===== src/rtl/addr_unmap.sv =====
// Reverse-mapping table for the two-coefficient address hash: remembers the last
// address written into each bucket and decodes a bucket index back to that address.
module addr_unmap #(
    parameter int          ADDR_WIDTH = 64,
    parameter int          IDX_W      = 4,
    parameter logic [31:0] DEF_A      = 32'h0000_0001,
    parameter logic [31:0] DEF_B      = 32'h0000_0001
) (
    input  logic                  clk,
    input  logic                  rst,
    input  logic                  coe_valid,
    input  logic [31:0]           coe_a_in,
    input  logic [31:0]           coe_b_in,
    input  logic                  ins_valid,
    output logic                  ins_ready,
    input  logic [ADDR_WIDTH-1:0] ins_addr,
    output logic                  ins_done,
    output logic [IDX_W-1:0]      ins_idx,
    output logic                  ins_collide,
    input  logic                  lk_valid,
    output logic                  lk_ready,
    input  logic [IDX_W-1:0]      lk_idx,
    output logic                  rsp_valid,
    output logic                  rsp_hit,
    output logic [ADDR_WIDTH-1:0] rsp_addr,
    output logic                  flushing
);

    localparam int DEPTH = 2 ** IDX_W;

    typedef enum logic {
        FLUSH,
        RUN
    } state_t;

    state_t                 state;
    logic [IDX_W-1:0]       cnt;
    logic [31:0]            coe_a;
    logic [31:0]            coe_b;

    logic                   s1_valid;
    logic [31:0]            s1_pa;
    logic [31:0]            s1_pb;
    logic [ADDR_WIDTH-1:0]  s1_addr;

    logic                   s2_valid;
    logic [IDX_W-1:0]       s2_idx;
    logic [ADDR_WIDTH-1:0]  s2_addr;

    logic [ADDR_WIDTH-1:0]  tbl_addr [DEPTH];
    logic [DEPTH-1:0]       tbl_valid;

    logic                   ins_acc;
    logic                   lk_acc;
    logic [31:0]            hash_sum;
    logic                   s2_collide;

    // Coefficient loads win over requests in the same cycle.
    assign ins_acc    = ins_valid && ins_ready && !coe_valid;
    assign lk_acc     = lk_valid && lk_ready && !coe_valid;
    assign hash_sum   = s1_pa + s1_pb;

    // The table is a flop array, so the write of the preceding insert is
    // already visible here; no separate bypass path is needed.
    assign s2_collide = tbl_valid[s2_idx] && (tbl_addr[s2_idx] != s2_addr);

    always_ff @(posedge clk) begin
        if (rst) begin
            state       <= FLUSH;
            cnt         <= '0;
            coe_a       <= DEF_A;
            coe_b       <= DEF_B;
            ins_ready   <= 1'b0;
            lk_ready    <= 1'b0;
            flushing    <= 1'b1;
            s1_valid    <= 1'b0;
            s2_valid    <= 1'b0;
            ins_done    <= 1'b0;
            ins_idx     <= '0;
            ins_collide <= 1'b0;
            rsp_valid   <= 1'b0;
            rsp_hit     <= 1'b0;
            rsp_addr    <= '0;
        end else begin
            ins_done  <= 1'b0;
            rsp_valid <= 1'b0;

            s1_valid  <= ins_acc;
            s1_pa     <= coe_a * ins_addr[ADDR_WIDTH-1:32];
            s1_pb     <= coe_b * ins_addr[31:0];
            s1_addr   <= ins_addr;

            s2_valid  <= s1_valid;
            s2_idx    <= hash_sum[31 -: IDX_W];
            s2_addr   <= s1_addr;

            // Read-before-write: a lookup sees the table as it was before this edge.
            if (lk_acc) begin
                rsp_valid <= 1'b1;
                rsp_hit   <= tbl_valid[lk_idx];
                rsp_addr  <= tbl_valid[lk_idx] ? tbl_addr[lk_idx] : '0;
            end

            if (s2_valid && !coe_valid) begin
                tbl_addr[s2_idx]  <= s2_addr;
                tbl_valid[s2_idx] <= 1'b1;
                ins_done          <= 1'b1;
                ins_idx           <= s2_idx;
                ins_collide       <= s2_collide;
            end

            if (coe_valid) begin
                coe_a     <= coe_a_in;
                coe_b     <= coe_b_in;
                state     <= FLUSH;
                cnt       <= '0;
                ins_ready <= 1'b0;
                lk_ready  <= 1'b0;
                flushing  <= 1'b1;
                s1_valid  <= 1'b0;
                s2_valid  <= 1'b0;
            end else begin
                case (state)
                    FLUSH: begin
                        tbl_valid[cnt] <= 1'b0;
                        cnt            <= cnt + 1'b1;
                        if (&cnt) begin
                            state     <= RUN;
                            ins_ready <= 1'b1;
                            lk_ready  <= 1'b1;
                            flushing  <= 1'b0;
                        end
                    end
                    RUN: begin
                        ins_ready <= 1'b1;
                        lk_ready  <= 1'b1;
                        flushing  <= 1'b0;
                    end
                    default: state <= FLUSH;
                endcase
            end
        end
    end

endmodule


===== config.mk =====
export PLATFORM = sky130hd
export DESIGN_NAME = addr_unmap
export DESIGN_NICKNAME = d
export VERILOG_FILES = /design/src/rtl/addr_unmap.sv
export SDC_FILE = /design/constraint.sdc
export NUM_CORES = 2
export LEC_CHECK = 0
export ABC_CLOCK_PERIOD_IN_PS = 25100
export CORE_AREA = 10 10 521 523
export CTS_CLUSTER_SIZE = 14
export DETAILED_ROUTE_END_ITERATION = 8
export DIE_AREA = 0 0 531 533
export HOLD_SLACK_MARGIN = 0.03
export REMOVE_ABC_BUFFERS = 1
export SYNTH_ARGS = -nofsm -noshare
export SYNTH_HDL_FRONTEND = slang
export SYNTH_SLANG_ARGS = --single-unit

===== constraint.sdc =====
create_clock -name clk -period 25.1 [get_ports clk]
set_input_delay 5.02 -clock clk [delete_from_list [all_inputs] [get_ports clk]]
set_output_delay 5.02 -clock clk [all_outputs]
set_load 0.05 [all_outputs]

==> impl_metrics.json <==
{
  "synthAdderAreaFrac_pct": 21.9,
  "num_vias": 53682,
  "slew_violations": 0,
  "clock_latency_ps": 830,
  "synth_area_leaders": "edfxtp_1 41%, fa_1 18%, mux4_2 16%",
  "post_cts_resized": 0,
  "grt_use_total_pct": 18.5,
  "wl_um": 264000,
  "core_area_sq_um": 261000,
  "drv_cap": 0,
  "max_slew.worst_pin.slew_ps": 1280,
  "dp.cells": 9750,
  "synthCells": 6368,
  "r2r_setup_slack_ps": 16650,
  "cts_buffer_depth": 3,
  "num-nets-final": 7720,
  "post-route-util_pct": 39.0,
  "synthMuxAreaShare_pct": 16.8,
  "grt_overflow_total": 0,
  "post_cts_buffers": 0,
  "cp.required_ps": 25640,
  "drc": 0,
  "finalHoldViolCount": 0,
  "grt_pass1_vias": 58161,
  "yosys.area_share.xor_xnor_pct": 2.33,
  "crit_path_start": "ins_addr[39]",
  "drt_iter0_markers": 4512,
  "yosys_warnings": 0,
  "io_buffers": 211,
  "fin_worst_skew_ps": 54.7,
  "power.density_nw_per_um2": 99.5,
  "path_buf_inv": 4,
  "num_rows": 188,
  "async_flop_share_pct": 0,
  "endpoint": "s1_pa[31]$_DFFE_PN_",
  "crit_path_frequent_cell": "fa_1",
  "cts_max_level": 4,
  "place_congestion": 0.839,
  "multiInputGateArea_sq_um": 46300,
  "critical_path_class": "primary input to flop",
  "relSlewSlack_pct": 14.4,
  "critPathTopFamily": "adder cells",
  "die_w_um": 531,
  "period_share_pct": 51.4,
  "cp_slowest_cell": "clkdlybuf4s50_1",
  "synth_top_area_cell": "edfxtp_1",
  "synth_top_family_by_area": "adder cells",
  "grt_antenna_before_repair": 14,
  "p_leak_nw": 37.7,
  "instances_no_fill": 10039,
  "cts_hold_buf": 0,
  "crit_path_end_kind": "flop",
  "status": "finished clean",
  "cp_slowest_stage_delay_ps": 1100,
  "setup_tns_ps": 0,
  "synth.avg_cell_area_sq_um": 14.2,
  "synthSimpleGateAreaFrac_pct": 7.91,
  "clock_sinks": 1385,
  "cts_tree": "built",
  "max_freq_mhz": 77.5,
  "dr.pass1.iters": 5,
  "drive_gt1_share_pct": 15.9,
  "die_area_sq_um": 283000,
  "synth_cell_types": 62,
  "die_h_um": 533,
  "drt-wirelength-per-cell_um": 26.3,
  "final_common_cell": "edfxtp_1",
  "fin_crit_ps": 12900,
  "seqCellArea_sq_um": 40100,
  "area_growth_pct": 12.4,
  "clk_pin_slew_worst_paths_ps": 60,
  "arrival_ps": 13440,
  "reg2reg_to": "s1_pa[31]$_DFFE_PN_",
  "synth_compound_area_share_pct": 1.97,
  "synth_seq_cells": 1385,
  "grt_pass1_wl_um": 392000,
  "grt_max_degree": 125,
  "reg2reg_depth": 22,
  "yosysSeqAreaShare_pct": 44.2,
  "clock-root-buffer": "clkbuf_16",
  "setup_viol": 0,
  "final_cell_mix": "1,236 x edfxtp_1, 816 x fa_1, 789 x inv_1, 641 x mux4_2, 619 x nand2_1",
  "netlist_area_sq_um": 90700,
  "rsz0062_at_grt": "false",
  "rr_startpoint": "coe_a[10]$_SDFFE_PP0P_",
  "cp-start-kind": "primary input",
  "vias_per_cell": 5.35,
  "synth_edf_count": 1236,
  "synth_top_area_share_pct": 40.9,
  "cts_buffers": 155,
  "start_util_pct": 34.7,
  "nFillCells": 24124,
  "antenna_left": 0,
  "ios": 212,
  "min_path_type": "flop to flop",
  "critPathMaxFanout": 26,
  "synthFlopType": "edfxtp_1",
  "path_depth": 22,
  "path_cells": "clkdlybuf4s50_1 > and2_1 > fa_1 > fa_1 > fa_1 > inv_1 > fa_1 > inv_1 > fa_1 > ha_1 > fa_1 > fa_1 > ha_1 > nor4_1 > o211ai_1 > o21bai_1 > o21ai_0 > a2111oi_0 > buf_4 > nor2_1 > a311oi_1 > xnor2_1",
  "ir_drop_v": 0.000135,
  "dp_hpwl_um": 174000
}
-- metrics by stage --
step / setup WS (ps) / hold WS [ps] / area, sq um / total power, mW
finish: 12200 / 387 / 102000 / 10.1
global route: 11840 / 382 / 102000 / 10.8
CTS: 12290 / 380 / 102000 / 10.3
detailed placement: 11450 / 405 / 96900 / 7.95
global placement: 11550 / 402 / 96900 / 7.91
floorplan: 11770 / 400 / 89200 / 6.75
-- worst min-delay path by stage --
stage / depth (start not counted) / end / startpoint / slack, ps
after floorplan: 0 / s2_addr[0]$_DFFE_PN_ / s1_addr[0]$_DFFE_PN_ / 400
after global placement: 0 / s2_addr[61]$_DFFE_PN_ / s1_addr[61]$_DFFE_PN_ / 400
after detailed placement: 0 / s2_addr[62]$_DFFE_PN_ / s1_addr[62]$_DFFE_PN_ / 410
after CTS: 0 / s2_addr[19]$_DFFE_PN_ / s1_addr[19]$_DFFE_PN_ / 380
after global routing: 0 / s2_addr[19]$_DFFE_PN_ / s1_addr[19]$_DFFE_PN_ / 380
final: 0 / s2_addr[19]$_DFFE_PN_ / s1_addr[19]$_DFFE_PN_ / 390
-- where the power goes --
group | internal (mW) | switching (mW)
Clock | 1.32 | 0.962
Sequential | 2.76 | 0.154
Combinational | 2.26 | 2.68
-- cells by family after synthesis --
| kind of cell | Yosys count |
|---|---|
| AND/OR/NAND/NOR | 1459 |
| flip-flops | 1385 |
| buffers and inverters | 1174 |
| adder cells (fa/ha/maj) | 1096 |
| multiplexers | 718 |
| AO/OA/AOI/OAI | 295 |
| XOR/XNOR | 241 |
-- metal layers --
layer	up-vias	share of wire [%]	GRT usage (%)
met3	360	7.8	3.62
met4	4	2.7	5.22
met2	2178	48	30.4
met1	28621	41	25.0
met5	-	0.0091	0
li1	22519	-	-
-- state kept, by name, summed over array words and instances (netlist names), 4 cells and up, named ones only --
| signal | count |
|---|---|
| tbl_valid | 16 |
| coe_a | 32 |
| coe_b | 32 |
| s2_addr | 64 |
| rsp_addr | 64 |
| s1_pb | 32 |
| tbl_addr | 1024 |
| s1_addr | 64 |
| cnt | 4 |
| ins_idx | 4 |
| s2_idx | 4 |
| s1_pa | 32 |
-- layout make-up --
cell class | instances | share of cell area [%]
Multi-Input combinational cell | 3809 | 45.4
Sequential cell | 1385 | 39.3
Tap cell | 3420 | 4.20
Clock buffer | 194 | 4.15
Timing Repair Buffer | 346 | 3.17
Inverter | 790 | 2.92
Clock inverter | 88 | 0.815
Antenna cell | 7 | 0.0172
-- synthesized netlist by cell type (3+ instances only) --
cell,number
a211oi_1,20
a21o_1,27
fa_1,816
xnor2_1,166
clkbuf_1,301
nor3_1,4
nand2_1,619
nand3_1,77
a31oi_1,8
o21bai_1,6
buf_4,3
a2111oi_0,3
mux2i_1,74
and2_1,551
or3_1,6
o21ai_0,27
and3_1,3
or2_2,8
mux4_2,642
dfxtp_1,149
ha_1,280
nor4_1,18
buf_2,29
a21oi_1,152
buf_6,3
xor2_1,75
nor2_1,126
edfxtp_1,1236
nand2b_1,8
buf_1,48
o211ai_1,6
nand4_1,14
inv_1,790
o31ai_1,3
o21a_1,17
nor2b_1,17
Note: power is estimated with default switching activity, not from simulation.
